===== config.mk =====
export PLATFORM = sky130hd
export DESIGN_NAME = alu_issue_queue
export DESIGN_NICKNAME = d
export VERILOG_FILES = /design/src/rtl/alu_issue_queue.sv
export SDC_FILE = /design/constraint.sdc
export NUM_CORES = 1
export LEC_CHECK = 0
export ABC_AREA = 1
export BUFFER_PORTS_ARGS = -buffer_cell sky130_fd_sc_hd__buf_2
export CELL_PAD_IN_SITES_DETAIL_PLACEMENT = 0
export CELL_PAD_IN_SITES_GLOBAL_PLACEMENT = 1
export CORE_ASPECT_RATIO = 1.75
export CORE_MARGIN = 3
export CORE_UTILIZATION = 43
export CTS_CLUSTER_DIAMETER = 40
export DETAILED_ROUTE_END_ITERATION = 8
export HOLD_SLACK_MARGIN = 0.1
export PLACE_DENSITY_LB_ADDON = 0.1
export SLEW_MARGIN = 20
export SYNTH_ARGS = -nofsm -noshare
export SYNTH_HDL_FRONTEND = slang
export SYNTH_SLANG_ARGS = --single-unit
export TNS_END_PERCENT = 5

===== constraint.sdc =====
create_clock -name clk -period 2.7 [get_ports clk]
set_input_delay 0 -clock clk [delete_from_list [all_inputs] [get_ports clk]]
set_output_delay 0 -clock clk [all_outputs]
set_load 0.005 [all_outputs]

===== src/rtl/alu_issue_queue.sv =====
// Issue queue in front of the 4-bit ALU: request FIFO, registered issue stage driving the ALU,
// registered result stage with valid/ready, and an interlocked accumulator operand mode.
module alu_issue_queue #(
    parameter int DEPTH = 4
) (
    input  logic                     clk,
    input  logic                     rst,
    input  logic                     in_valid,
    output logic                     in_ready,
    input  logic [2:0]               in_op,
    input  logic [3:0]               in_a,
    input  logic [3:0]               in_b,
    input  logic                     in_acc,
    output logic [3:0]               alu_a,
    output logic [3:0]               alu_b,
    output logic [2:0]               alu_sel,
    input  logic [3:0]               alu_result,
    input  logic                     alu_carry,
    output logic                     out_valid,
    input  logic                     out_ready,
    output logic [3:0]               out_result,
    output logic                     out_carry,
    output logic [3:0]               acc_value,
    output logic [$clog2(DEPTH):0]   fifo_count
);

    localparam int AW = $clog2(DEPTH);
    localparam int CW = AW + 1;
    localparam logic [CW-1:0] FULL_CNT = CW'(DEPTH);

    typedef struct packed {
        logic [2:0] op;
        logic [3:0] a;
        logic [3:0] b;
        logic       acc;
    } req_t;

    req_t          mem [DEPTH];
    logic [AW-1:0] wr_ptr;
    logic [AW-1:0] rd_ptr;
    req_t          head;
    req_t          wr_req;
    logic          push;
    logic          pop;
    logic          fifo_empty;
    logic          s1_valid;
    logic          s2_free;
    logic          s1_adv;
    logic          s1_load;
    logic          carry_defined;

    assign head       = mem[rd_ptr];
    assign wr_req     = '{op: in_op, a: in_a, b: in_b, acc: in_acc};
    assign fifo_empty = (fifo_count == '0);
    assign in_ready   = (fifo_count < FULL_CNT);
    assign push       = in_valid & in_ready;

    assign s2_free = !out_valid | out_ready;
    assign s1_adv  = s1_valid & s2_free;

    // An accumulator op waits for an empty s1 so acc_value already holds every earlier result.
    assign s1_load = !fifo_empty && (!s1_valid || s1_adv) && (!head.acc || !s1_valid);
    assign pop     = s1_load;

    // alu_sel still holds the op of the entry sitting in s1.
    assign carry_defined = (alu_sel == 3'b000) || (alu_sel == 3'b001);

    always_ff @(posedge clk) begin
        if (push) begin
            mem[wr_ptr] <= wr_req;
        end
    end

    always_ff @(posedge clk) begin
        if (rst) begin
            wr_ptr     <= '0;
            rd_ptr     <= '0;
            fifo_count <= '0;
        end else begin
            if (push) begin
                wr_ptr <= wr_ptr + AW'(1);
            end
            if (pop) begin
                rd_ptr <= rd_ptr + AW'(1);
            end
            case ({push, pop})
                2'b10:   fifo_count <= fifo_count + CW'(1);
                2'b01:   fifo_count <= fifo_count - CW'(1);
                default: fifo_count <= fifo_count;
            endcase
        end
    end

    always_ff @(posedge clk) begin
        if (rst) begin
            s1_valid <= 1'b0;
            alu_a    <= '0;
            alu_b    <= '0;
            alu_sel  <= '0;
        end else begin
            if (s1_load) begin
                s1_valid <= 1'b1;
                alu_a    <= head.acc ? acc_value : head.a;
                alu_b    <= head.b;
                alu_sel  <= head.op;
            end else if (s1_adv) begin
                s1_valid <= 1'b0;
            end
        end
    end

    always_ff @(posedge clk) begin
        if (rst) begin
            out_valid  <= 1'b0;
            out_result <= '0;
            out_carry  <= 1'b0;
            acc_value  <= '0;
        end else begin
            if (s1_adv) begin
                out_valid  <= 1'b1;
                out_result <= alu_result;
                out_carry  <= carry_defined ? alu_carry : 1'b0;
                acc_value  <= alu_result;
            end else if (out_ready) begin
                out_valid <= 1'b0;
            end
        end
    end

endmodule

Yosys cells after proc, flatten, opt, wreduce, memory -nomap -nowiden --
Memories as Yosys holds them, arrays and structs flattened. A register that Yosys moved wholly into a read port is not among the register bits. Index checks and enable logic that the tools add are counted.
Storage, ports and cells: logic and storage cells 47, register bits 25, bits of input ports 21, memories 1, output and inout port bits 25, RAM bits 48
Operators by class: reduce and logical (&&, ||, !) cells 14, mux-type cells 11, order comparisons 1, $add $sub $neg 4, bitwise gates (word level) 3, equality and inequality tests 3
Memory list:
- mem | words 4, bits a word 12, read ports 1, clocked after Yosys merged registers in 1, wr ports 1, RTL line 38 | req_t mem [DEPTH];
Operators by type and width (number):
- $mux 1 | 7
- $logic_not 3->1 | 2
- $pmux 3 s2 | 1
- $reduce_bool 2->1 | 3
- $add 2x1->2 const B | 2
- $logic_not 1->1 | 4
- $mux 2 | 2
- $mux 4 | 1
- $add 3x1->3 const B | 1
- $eq 3x1->1 const B | 1
- $logic_or 1x1->1 | 3
- $lt 3x3->1 const B | 1
- $sub 3x1->3 const B | 1
- $and 1x1->1 | 2
- $eq 2x1->1 const B | 1
- $eq 2x2->1 const B | 1
- $logic_and 1x1->1 | 2
- $or 1x1->1 | 1

Logic depth before layout (Yosys ltp) --
depth after elaboration 8, depth in mapped cells 14, mapped depth without buffers 13

Worst setup path before layout --
OpenSTA, ideal clock, no wires.
path kind flip-flop to flip-flop, from register with a tool-made name, to register fifo_count[2], arrival 1.895 ns, stages on the path, launching flop included 15, buffers on the path 1, slack 0.683 ns, required time 2.578 ns, period minus slack after synthesis 2.017 ns, setup time 0.122 ns, path through dfxtp_1 > buf_6 > inv_4 > nand2_2 > nand3_4 > nand3_4 > nand2_4 > inv_2 > ha_1 > inv_1 > fa_1 > a21oi_1 > o21ai_0 > o21ai_0 > a21oi_1
RTL lines:
- end signal, assigned | RTL line 87 | 2'b10: fifo_count <= fifo_count + CW'(1);
- end signal, assigned | RTL line 88 | 2'b01: fifo_count <= fifo_count - CW'(1);
- end signal, assigned | RTL line 89 | default: fifo_count <= fifo_count;
- end, declared | RTL line 24 | output logic [$clog2(DEPTH):0] fifo_count

==> qor.yml <==
synth_cells: 345
holdWs_ns: 0.142
synth_compound_area_share_pct: 3.09
synthXorXnorAreaFrac_pct: 0.271
clk_latency_ns: 0.33
yosysTopAreaCell: "edfxtp_1"
slew_headroom_pct: 59.0
critPathMaxStageDelay_ns: 0.41
period_minus_slack_ns: 2.41
overflow: 0
tns_ns: 0
synth_top_family_by_area: "simple AND/OR/NAND/NOR gates"
synth_seq_cells: 75
synth_top_area_share_pct: 44.5
grt_pass1_wl_mm: 10.9
syn_nets: 372
grt_pass1_vias: 2299
synth_area_um2: 3240
p_leak_nw: 1.86
die_w_um: 71.6
synth_mux_area_share_pct: 0
cp-start-kind: "flop"
path_clk_slew_ns: 0.06
drv_cap: 0
hold_depth: 3
p_sw_mw: 1.51
globalplace.congestion: 0.738
diodes: 0
io_pins: 46
seq_power_share_pct: 37.9
die_y_um: 121
worstHoldPathType: "input pin to flop"
cts_resized: 0
fmax_mhz: 415
antenna_found_initial: 0
crit_chain: "inv_4 -> nand2_2 -> nand3_4 -> nand3_4 -> nand2_4 -> inv_2 -> ha_1 -> inv_1 -> fa_1 -> a21oi_1 -> o21ai_0 -> o21ai_0 -> a21oi_1"
slowest_stage: "dfxtp_1"
path_delay_family: "adder cells"
synthTopCellsByArea: "edfxtp_1 (45%), dfxtp_1 (17%), nand2_1 (12%), inv_1 (5.5%), nor2_1 (4.8%)"
drc: 0
hp-start: "in_valid"
grt_max_degree: 25
syn_area_per_cell_um2: 9.38
final-setup-viol-count: 0
pwr-share-comb_pct: 35.2
clkPwrFrac_pct: 26.9
worstSetupEndpointType: "flop"
area_growth_syn_to_layout_pct: 23.7
tightestPinTransition_ns: 0.615
async_flop_share_pct: 0
rows: 41
fin_ws_ns: 0.291
wl_per_cell_um: 13.3
worst-path-buf-inv: 3
cts_root_buf: "clkbuf_16"
grtUsageTotal_pct: 16.9
clock-sinks: 75
power_mw: 4.26
ir_worst_vdd_mv: 0.460
switching_share_pct: 35.5
cp_max_fo: 24
vias: 2290
postRouteAntennaNets: 0
synth_cell_types: 21
ys.flop_type: "edfxtp_1"
synth-simple-area-share_pct: 24.0
cts_buffers: 9
critical_path_class: "flop to flop"
hold_end: "wr_ptr[0]$_SDFFE_PP0P_"
synth_fa_ha_area_share_pct: 2.55
drive_gt1_share_pct: 18.2
worstReg2RegEnd: "fifo_count[2]$_SDFFE_PP0P_"
crit_required_ns: 2.92
die_area_um2: 8640
wirelength_mm: 6.68
cts_buffer_depth: 2
nNetsFinal: 440
place_ws_ns: 0.273
synth_edf_count: 48
yosysMostFrequentCell: "nand2_1"
drt_pass1_iterations: 4
powerDensity_nw_per_um2: 1060
avgViaCountPerCell: 4.55
ys_seq_area_share_pct: 61.3
fin_util_pct: 55.0
r2r.worst_path.cells: 13
synthTopCellsByCount: "nand2_1 (101), edfxtp_1 (48), inv_1 (47)"
cts_tree: "done"
drt_iter0_drc: 156
dp_hpwl_mm: 4.50
portBuffers: 45
layout_worst_path_cycle_share_pct: 89.2
core_area_um2: 7280
report.final.slew_viol_count: 0
r2r_slack_ns: 0.29
rsz0062_at_grt: "false"
cp_data_arrival_time_ns: 2.63
synth_warnings: 0
hold_viol: 0
initial_core_util_pct: 44.4
status: "finished, final reports clean"
critical_path_cell_count: 13
worst_clock_skew_ns: 0.00324
p_int_mw: 2.75
h-tree-depth: 3
==> power by group through the flow <==
stage	Combinational [mW]	Clock (mW)	Sequential, mW
floorplan	1.08	0	1.63
global placement	1.50	0	1.63
detailed placement	1.50	0	1.64
CTS	1.53	1.17	1.62
global route	1.72	1.22	1.65
finish	1.50	1.15	1.61
==> cell type report <==
cell class                 count  area, um2
clock buffer                  10        229
clock inverter                 5       55.1
fill                         669       3280
inverter                      51        194
multi-input combinational    205        968
sequential                    75       1980
tap                           86        108
timing repair buffer          71        468
==> state kept, by name (all words and copies together), names as in the netlist, named ones only <==
name	flops
mem	48
fifo_count	3
out_carry	1
alu_b	4
acc_value	4
rd_ptr	2
wr_ptr	2
alu_a	4
out_valid	1
alu_sel	3
s1_valid	1
==> what timing repair did <==
action                                  in CTS  in global routing
endpoints found under the setup margin       0                  0
setup buffers                                0                  0
hold buffers                                19                  0
endpoints found under the hold margin       58                  0
==> logic make-up (layout without fill, tap and decap cells) <==
kind of cell	after synthesis	after routing
fa+ha+maj	6	6
simple gates	178	178
flops	75	75
buf+inv	65	137
compound gates	20	20
xor+xnor	1	1
==> worst register-to-register path, delay by kind of cell (launching register included) <==
kind | cells | cell delay [ns]
adders and majority gates | 2 | 0.56
buffers and inverters | 3 | 0.38
AOI/OAI and AO/OA | 4 | 0.46
DFF | 1 | 0.41
and+or+nand+nor | 4 | 0.50
==> how the worst max path moves through the flow <==
stage | start | end | slack [ns]
2_1_floorplan | flop | fifo_count[2]$_SDFFE_PP0P_ | 0.68
3_3_place_gp | flop | fifo_count[2]$_SDFFE_PP0P_ | 0.33
3_5_place_dp | flop | fifo_count[2]$_SDFFE_PP0P_ | 0.27
4_1_cts | flop | fifo_count[2]$_SDFFE_PP0P_ | 0.28
5_1_grt | flop | fifo_count[2]$_SDFFE_PP0P_ | 0.05
6_report | flop | fifo_count[2]$_SDFFE_PP0P_ | 0.29
==> routing by layer <==
metal  global-route usage [%]  up-vias  share of wire (%)
met4                     7.76        0                2.2
li1                         -     1221                  -
met2                     30.9       36                 55
met3                     3.58       10                3.5
met5                        0        -                  0
met1                     18.1     1023                 39
==> through the flow <==
step | area [um2] | std cells
after floorplan | 3240 | 345
after global placement | 3530 | 469
after detailed placement | 3530 | 469
after CTS | 4000 | 503
after global routing | 4000 | 503
final | 4000 | 503
==> cell usage in the layout, fill, tap and decap left out, drive strengths merged, types with 2 or more instances in the layout <==
master and n:
nand2 104, nor2 41, dfxtp 27, edfxtp 48
dlygate4sd3 19, buf 52, nand3 26, ha 5
clkbuf 10, o21ai 10, clkinv 2, clkinvlp 2
nand3b 7, inv 51, a21oi 10
No activity file was read; power rests on OpenSTA's default activity.
